===== src/rtl/fir_pkg.sv =====
// Shared definitions for the pipelined FIR filter.
//   clog2       - ceil(log2(n)) for constant width and latency arithmetic
//   node_count  - number of adder-tree nodes left after a given number of pairwise levels
//   sat_clamp   - clamps a signed value into a signed out_w-bit range
//   DEF_*       - default datapath widths and tap count
package fir_pkg;

  localparam int DEF_DATA_W = 8;
  localparam int DEF_COEF_W = 8;
  localparam int DEF_TAPS   = 5;
  localparam int DEF_OUT_W  = 16;

  function automatic int clog2(input int n);
    int r;
    r = 0;
    while ((1 << r) < n) r++;
    return r;
  endfunction

  // Each tree level halves the node count, rounding up for an odd leftover.
  function automatic int node_count(input int leaves, input int level);
    int n;
    n = leaves;
    for (int i = 0; i < level; i++) n = (n + 1) / 2;
    return n;
  endfunction

  function automatic logic signed [63:0] sat_clamp(input logic signed [63:0] v,
                                                   input int unsigned out_w);
    logic signed [63:0] hi;
    logic signed [63:0] lo;
    hi = (64'sd1 <<< (out_w - 1)) - 64'sd1;
    lo = -hi - 64'sd1;
    if (v > hi) return hi;
    else if (v < lo) return lo;
    else return v;
  endfunction

endpackage


===== src/rtl/fir_pipelined_param_if.sv =====
// Sample / coefficient / result bundle of the pipelined FIR filter.
//   in_valid, X         - sample strobe and signed sample
//   coef_load, coef_in  - coefficient shift strobe and signed coefficient word
//   coef_done           - all taps loaded since reset
//   out_valid, Y        - result strobe and signed result
// Modport master is the sample source side, slave is the filter side.
interface fir_pipelined_param_if #(
  parameter int DATA_W = 8,
  parameter int COEF_W = 8,
  parameter int OUT_W  = 16
);
  logic                     in_valid;
  logic signed [DATA_W-1:0] X;
  logic                     coef_load;
  logic signed [COEF_W-1:0] coef_in;
  logic                     coef_done;
  logic                     out_valid;
  logic signed [OUT_W-1:0]  Y;

  modport master (
    output in_valid, X, coef_load, coef_in,
    input  coef_done, out_valid, Y
  );

  modport slave (
    input  in_valid, X, coef_load, coef_in,
    output coef_done, out_valid, Y
  );
endinterface


===== src/rtl/fir_adder_tree.sv =====
// Registered pairwise adder tree.
//   clk, rst (async active-low)
//   leaves [LEAVES] - W-bit signed inputs, already sign-extended to the full accumulator width
//   root            - registered sum, clog2(LEAVES) clocks after the leaves
// Every level is a register stage; an odd leftover node is carried through a register so all
// paths through the tree have equal latency.
module fir_adder_tree
  import fir_pkg::*;
#(
  parameter int LEAVES = 5,
  parameter int W      = 19
) (
  input  logic                clk,
  input  logic                rst,
  input  logic signed [W-1:0] leaves [LEAVES],
  output logic signed [W-1:0] root
);

  localparam int LEVELS = clog2(LEAVES);

  for (genvar i = 0; i <= LEVELS; i++) begin : g_lvl
    localparam int N = node_count(LEAVES, i);
    logic signed [W-1:0] node [N];

    if (i == 0) begin : g_leaf
      assign node = leaves;
    end else begin : g_add
      localparam int NP = node_count(LEAVES, i - 1);
      for (genvar j = 0; j < N; j++) begin : g_node
        logic signed [W-1:0] q;
        if (2 * j + 1 < NP) begin : g_pair
          always_ff @(posedge clk or negedge rst) begin
            if (!rst) q <= '0;
            else      q <= g_lvl[i-1].node[2*j] + g_lvl[i-1].node[2*j+1];
          end
        end else begin : g_pass
          always_ff @(posedge clk or negedge rst) begin
            if (!rst) q <= '0;
            else      q <= g_lvl[i-1].node[2*j];
          end
        end
        assign node[j] = q;
      end
    end
  end

  assign root = g_lvl[LEVELS].node[0];

endmodule


===== src/rtl/fir_pipelined_param.sv =====
// Pipelined direct-form FIR filter with runtime-loadable coefficients.
//   clk  - rising-edge clock
//   rst  - asynchronous reset, active-low
//   clr  - synchronous clear of delay line and valid pipe (coefficients and Y kept)
//   bus  - slave side of fir_pipelined_param_if (samples in, coefficients in, results out)
// Latency in_valid -> out_valid is 2 + clog2(TAPS) clocks, one sample per clock, no backpressure.
// Build option: define FIR_SAT_EN to clamp Y to the signed OUT_W range; otherwise Y is the
// two's-complement wrap of the accumulator. Latency is the same in both builds.
module fir_pipelined_param
  import fir_pkg::*;
#(
  parameter int DATA_W = DEF_DATA_W,
  parameter int COEF_W = DEF_COEF_W,
  parameter int TAPS   = DEF_TAPS,
  parameter int OUT_W  = DEF_OUT_W
) (
  input  logic clk,
  input  logic rst,
  input  logic clr,
  fir_pipelined_param_if.slave bus
);

  localparam int PROD_W = DATA_W + COEF_W;
  localparam int LEVELS = clog2(TAPS);
  localparam int ACC_W  = PROD_W + LEVELS;
  localparam int LAT    = 2 + LEVELS;
  localparam int CNT_W  = (clog2(TAPS + 1) > 4) ? clog2(TAPS + 1) : 4;

  logic signed [DATA_W-1:0] x_p0   [TAPS];
  logic signed [DATA_W-1:0] x_next [TAPS];
  logic signed [COEF_W-1:0] h      [TAPS];
  logic signed [PROD_W-1:0] prod_p1 [TAPS];
  logic signed [ACC_W-1:0]  leaf   [TAPS];
  logic signed [ACC_W-1:0]  acc;
  logic signed [OUT_W-1:0]  y_next;
  logic signed [OUT_W-1:0]  y_p;
  logic [LAT-1:0]           vld_p;
  logic [CNT_W-1:0]         load_cnt;

  // Next delay-line contents. Products are formed from this view so the sample entering the
  // line is multiplied at the same edge it is captured, keeping latency at 2 + tree depth.
  always_comb begin
    x_next = x_p0;
    if (clr) begin
      for (int k = 0; k < TAPS; k++) x_next[k] = '0;
    end else if (bus.in_valid) begin
      x_next[0] = bus.X;
      for (int k = 1; k < TAPS; k++) x_next[k] = x_p0[k-1];
    end
  end

  // Stage p0: delay line
  always_ff @(posedge clk or negedge rst) begin
    if (!rst) begin
      for (int k = 0; k < TAPS; k++) x_p0[k] <= '0;
    end else begin
      x_p0 <= x_next;
    end
  end

  // Coefficient chain: new words enter at the top, so the first word ends up in h[0].
  always_ff @(posedge clk or negedge rst) begin
    if (!rst) begin
      for (int k = 0; k < TAPS; k++) h[k] <= '0;
      load_cnt <= '0;
    end else if (bus.coef_load) begin
      for (int k = 0; k < TAPS - 1; k++) h[k] <= h[k+1];
      h[TAPS-1] <= bus.coef_in;
      if (load_cnt != CNT_W'(TAPS)) load_cnt <= load_cnt + CNT_W'(1);
    end
  end

  assign bus.coef_done = (load_cnt == CNT_W'(TAPS));

  // Stage p1: products. h is read before a concurrent load takes effect.
  always_ff @(posedge clk or negedge rst) begin
    if (!rst) begin
      for (int k = 0; k < TAPS; k++) prod_p1[k] <= '0;
    end else begin
      for (int k = 0; k < TAPS; k++) prod_p1[k] <= PROD_W'(x_next[k]) * PROD_W'(h[k]);
    end
  end

  for (genvar k = 0; k < TAPS; k++) begin : g_leaf
    assign leaf[k] = ACC_W'(prod_p1[k]);
  end

  // Tree stages: clog2(TAPS) registered levels
  fir_adder_tree #(
    .LEAVES (TAPS),
    .W      (ACC_W)
  ) u_tree (
    .clk    (clk),
    .rst    (rst),
    .leaves (leaf),
    .root   (acc)
  );

`ifdef FIR_SAT_EN
  assign y_next = OUT_W'(sat_clamp(64'(acc), OUT_W));
`else
  assign y_next = OUT_W'(acc);
`endif

  // Output stage: Y only moves for a valid result and is frozen by clr.
  always_ff @(posedge clk or negedge rst) begin
    if (!rst) begin
      y_p <= '0;
    end else if (vld_p[LAT-2] && !clr) begin
      y_p <= y_next;
    end
  end

  // Valid pipe runs alongside the data, LAT deep.
  always_ff @(posedge clk or negedge rst) begin
    if (!rst) vld_p <= '0;
    else if (clr) vld_p <= '0;
    else vld_p <= {vld_p[LAT-2:0], bus.in_valid};
  end

  assign bus.out_valid = vld_p[LAT-1];
  assign bus.Y         = y_p;

endmodule

===== src/flat_wrapper.sv =====
// flat-port wrapper written by rule: the top's interface ports become plain ports
module fir_pipelined_param_flat import fir_pkg::*;
#(
  parameter int DATA_W = DEF_DATA_W,
  parameter int COEF_W = DEF_COEF_W,
  parameter int TAPS   = DEF_TAPS,
  parameter int OUT_W  = DEF_OUT_W
)
  (clk, rst, clr, bus_in_valid, bus_X, bus_coef_load, bus_coef_in, bus_coef_done, bus_out_valid, bus_Y);
  fir_pipelined_param_if #(.DATA_W(DATA_W), .COEF_W(COEF_W), .OUT_W(OUT_W)) bus_i ();
  input  logic clk;
  input  logic rst;
  input  logic clr;
  input wire logic [$bits(bus_i.in_valid)-1:0] bus_in_valid;
  input wire logic [$bits(bus_i.X)-1:0] bus_X;
  input wire logic [$bits(bus_i.coef_load)-1:0] bus_coef_load;
  input wire logic [$bits(bus_i.coef_in)-1:0] bus_coef_in;
  output wire logic [$bits(bus_i.coef_done)-1:0] bus_coef_done;
  output wire logic [$bits(bus_i.out_valid)-1:0] bus_out_valid;
  output wire logic [$bits(bus_i.Y)-1:0] bus_Y;
  assign bus_i.in_valid = bus_in_valid;
  assign bus_i.X = bus_X;
  assign bus_i.coef_load = bus_coef_load;
  assign bus_i.coef_in = bus_coef_in;
  assign bus_coef_done = bus_i.coef_done;
  assign bus_out_valid = bus_i.out_valid;
  assign bus_Y = bus_i.Y;
  fir_pipelined_param #(.DATA_W(DATA_W), .COEF_W(COEF_W), .TAPS(TAPS), .OUT_W(OUT_W)) u_core (.clk(clk), .rst(rst), .clr(clr), .bus(bus_i));
endmodule

===== config.mk =====
export PLATFORM = sky130hd
export DESIGN_NAME = fir_pipelined_param_flat
export DESIGN_NICKNAME = d
export VERILOG_FILES = /design/src/rtl/fir_pkg.sv /design/src/rtl/fir_pipelined_param_if.sv /design/src/rtl/fir_adder_tree.sv /design/src/rtl/fir_pipelined_param.sv /design/src/flat_wrapper.sv
export SDC_FILE = /design/constraint.sdc
export NUM_CORES = 1
export LEC_CHECK = 0
export ABC_AREA = 1
export BUFFER_PORTS_ARGS = -buffer_cell sky130_fd_sc_hd__buf_2
export CAP_MARGIN = 40
export CORE_ASPECT_RATIO = 0.7
export CORE_MARGIN = 3
export CORE_UTILIZATION = 31
export DETAILED_ROUTE_END_ITERATION = 16
export PLACE_DENSITY = 0.45
export SKIP_LAST_GASP = 1
export SYNTH_ARGS = -nofsm -noshare
export SYNTH_HDL_FRONTEND = slang
export SYNTH_SLANG_ARGS = --single-unit

===== constraint.sdc =====
create_clock -name clk -period 4.4 [get_ports clk]
set_clock_uncertainty 0.05 [all_clocks]
set_input_delay 0.88 -clock clk [delete_from_list [all_inputs] [get_ports clk]]
set_output_delay 0.88 -clock clk [all_outputs]
set_load 0.01 [all_outputs]

==> impl_metrics.env <==
export IMPL_status="finished, violations left"
export IMPL_violations="setup timing"
export IMPL_endpoint_kind="flop"
export IMPL_min_path_type="flop to flop"
export IMPL_critPathKind="input port to flop"
export IMPL_cts_buffer_depth=3
export IMPL_crit_buf_inv=5
export IMPL_final_max_slew_viol_count=0
export IMPL_die_h_um=242
export IMPL_multi_input_area_mm2=0.0167
export IMPL_synth_nets=3392
export IMPL_internal_power_mw=9.00
export IMPL_num_io_pins=39
export IMPL_period_minus_slack_ps=4570
export IMPL_fp_dieW_um=343
export IMPL_worstSetupStartpointType="input port"
export IMPL_ir_drop_uv=227
export IMPL_path_max_fanout=11
export IMPL_synth_edf_count=0
export IMPL_ys_types=31
export IMPL_cp_required_ps=4790
export IMPL_rsz0062_at_grt="true"
export IMPL_dp_cells=4243
export IMPL_fin_cells=4350
export IMPL_hpwl_mm=54.8
export IMPL_wirelength_mm=66.0
export IMPL_cts_sinks=281
export IMPL_syn_avg_cell_area_um2=8.55
export IMPL_critPathTopFamily="adder cells"
export IMPL_area_growth_pct=28.5
export IMPL_min_from="u_core.leaf[6]"
export IMPL_grt_max_degree=97
export IMPL_worstSetupStartpoint="clr"
export IMPL_cp_arrival_ps=4960
export IMPL_timing_final_crit_share=1.04
export IMPL_max_freq_mhz=219
export IMPL_reg2reg_from="u_core.x_p0[15]"
export IMPL_finish_utilization=0.407
export IMPL_overflow=0
export IMPL_muxShareOfSynthArea=0
export IMPL_drc=0
export IMPL_p_sw_frac=0.444
export IMPL_finalSetupTns_ps=-2290
export IMPL_rr_worst_depth=18
export IMPL_ys_ff_latch=281
export IMPL_gr_usage_all_layers=0.164
export IMPL_fin_ws_ps=-169
export IMPL_hold_viol=0
export IMPL_cpPeakStageDelay_ps=610
export IMPL_netlist_instances=2885
export IMPL_wl_per_cell_um=15.2
export IMPL_n_fill_cell=7908
export IMPL_grt_pass1_vias=19900
export IMPL_numPortBuffers=38
export IMPL_yosys_area_share_simple=0.201
export IMPL_relSlewSlack=0.422
export IMPL_synth_top_family_by_area="adder cells"
export IMPL_core_area_mm2=0.0778
export IMPL_rows=85
export IMPL_syn_area_mm2=0.0247
export IMPL_cts_root_buffer="clkbuf_16"
export IMPL_cts_buffers=34
export IMPL_path_clk_slew_ps=60
export IMPL_ys_seq_area_frac=0.285
export IMPL_cts_tree="yes"
export IMPL_max_cap_viol_count=0
export IMPL_p_clk_frac=0.179
export IMPL_ys_warn_count=0
export IMPL_start_util=0.317
export IMPL_synth_ff_type="dfrtp_1"
export IMPL_dpl_cell_area_mm2=0.0291
export IMPL_pwr_share_seq=0.245
export IMPL_vias=19100
export IMPL_worst_pin_slew_ps=867
export IMPL_r2r_slack_ps=-20
export IMPL_timing_rr_end="u_core.leaf[13]"
export IMPL_synthArstFlopShare=1.00
export IMPL_dieArea_mm2=0.0830
export IMPL_p_sw_mw=7.18
export IMPL_cp_cell_sequence="buf_6, buf_4, nor3_4, buf_4, buf_4, nor2_1, fa_1, fa_1, fa_1, fa_2, ha_4, a21oi_4, buf_6, nor2_1, nor2_1, nand3_2, xor2_2"
export IMPL_crit_slowest_cell="fa_2"
export IMPL_antenna_left=0
export IMPL_viasPerCell=4.38
export IMPL_p_per_area_mw_per_mm2=510
export IMPL_leakage_nw=16.2
export IMPL_comb_power_share=0.576
export IMPL_gp_congestion=0.873
export IMPL_dr_pass1_iters=5
export IMPL_h_tree_depth=2
export IMPL_fin_nets=3791
export IMPL_cp_depth=17
export IMPL_synth_compound_gate_area_share=0.0457
export IMPL_stdcell_area_mm2=0.0317
export IMPL_report_final_setup_viol=28
export IMPL_synth_fa_ha_area_frac=0.332
export IMPL_grt_antenna_before_repair=0
export IMPL_drive_above_1_share=0.252
export IMPL_holdPathEnd="u_core.u_tree.g_lvl[1].g_add.g_node[2].q[6]"
export IMPL_grt_pass1_wl_mm=109
export IMPL_dr_first_iter_drc_count=1129
export IMPL_hold_depth=0
export IMPL_synth_xor_xnor_area_share=0.0337
export IMPL_clk_latency_ps=570
export IMPL_diodes=0
export IMPL_seq_area_mm2=0.00703
## kinds of logic (layout without fill, tap and decap cells)
group,count (synthesis),in the layout
xor+xnor,95,95
buf+inv,662,1083
flops,281,281
compound gates,213,213
fa+ha+maj,486,486
simple gates,1148,1148
## timing repair
item / CTS / global route
gates cloned: 1 / 0
pin swaps: 88 / 95
endpoints found under the setup margin: 46 / 46
hold endpoints to repair: 0 / 0
setup buffers: 29 / 26
hold buffers: 0 / 0
resized for setup: 127 / 166
## placed cells by master (no fill, tap or decap), types with 7 or more instances in the layout
| master | n |
|---|---|
| inv_1 | 561 |
| nand2_1 | 501 |
| nor2_1 | 321 |
| buf_4 | 309 |
| dfrtp_1 | 281 |
| fa_1 | 249 |
| ha_1 | 161 |
| nand3_1 | 85 |
| o21ai_0 | 80 |
| a21oi_1 | 75 |
| nor2_2 | 74 |
| inv_2 | 61 |
| xor2_1 | 51 |
| ha_4 | 41 |
| nand2_2 | 37 |
| nor3_4 | 36 |
| xnor2_1 | 35 |
| buf_2 | 35 |
| clkbuf_16 | 34 |
| nor2_4 | 33 |
| fa_2 | 31 |
| buf_6 | 30 |
| nand4_1 | 18 |
| nand2_4 | 10 |
| o21bai_1 | 10 |
| a21oi_2 | 10 |
| clkinv_1 | 9 |
| nand3_2 | 9 |
| buf_12 | 9 |
| xor2_2 | 8 |
| nor3_2 | 7 |
| a21oi_4 | 7 |
| nand3b_1 | 7 |
## registers in the layout, summed over array words and instances (netlist names)
register and flops:
u_core.bus.Y 16, u_core.h 40, u_core.leaf 80, u_core.load_cnt 4, u_core.u_tree.g_lvl.g_add.g_node.q 80, u_core.u_tree.root 16, u_core.vld_p 5, u_core.x_p0 40
## stage by stage
step	hold WS, ps	setup slack (ps)	power, mW
6_report	295	-169	16.2
5_1_grt	299	-328	17.7
4_1_cts	297	-153	16.0
3_5_place_dp	285	-1020	12.6
3_3_place_gp	283	-938	12.6
2_1_floorplan	281	-353	9.54
## Yosys cell counts, types with 9 or more instances
cell	instances	area share
inv_1	615	0.094
nand2_1	548	0.083
nor2_1	424	0.065
dfrtp_1	281	0.29
fa_1	280	0.23
ha_1	206	0.10
nand3_1	95	0.019
o21ai_0	93	0.019
a21oi_1	92	0.019
xor2_1	59	0.021
xnor2_1	36	0.013
nor3_4	28	0.018
nand4_1	18	0.0046
inv_2	14	0.0021
nor3_2	12	0.0049
o21bai_1	11	0.0033
buf_2	9	0.0018
clkinv_1	9	0.0014
## per-layer routing
metal,vias to the layer above,wire [um],track usage
li1,9498,-,-
met1,9198,35500,0.263
met2,313,26600,0.232
met3,47,3230,0.0270
met4,0,739,0.0267
met5,-,0,0
## area by class of cell
cell class	instances	area share
clock buffers	40	0.0285
clock inverters	18	0.00714
inverters	638	0.0765
multi-input cells	1942	0.527
flip-flops and latches	281	0.222
well taps	1044	0.0412
repair buffers	387	0.0973
## power by group through the flow
stage,logic [mW],clock network (mW),registers (mW)
6_report,9.33,2.89,3.96
3_5_place_dp,8.61,0,4.02
4_1_cts,9.00,3.01,3.98
5_1_grt,10.6,3.12,4.05
3_3_place_gp,8.59,0,4.01
2_1_floorplan,5.80,0,3.75
## worst max-delay path by stage
| stage | end | slack, ps |
|---|---|---|
| after floorplan | u_core.leaf[34] | -350 |
| after global placement | u_core.leaf[91] | -940 |
| after detailed placement | u_core.leaf[91] | -1020 |
| after CTS | u_core.leaf[90] | -150 |
| after global routing | u_core.leaf[90] | -330 |
| final | u_core.leaf[13] | -170 |
Note: power is estimated with default switching activity, not from simulation.
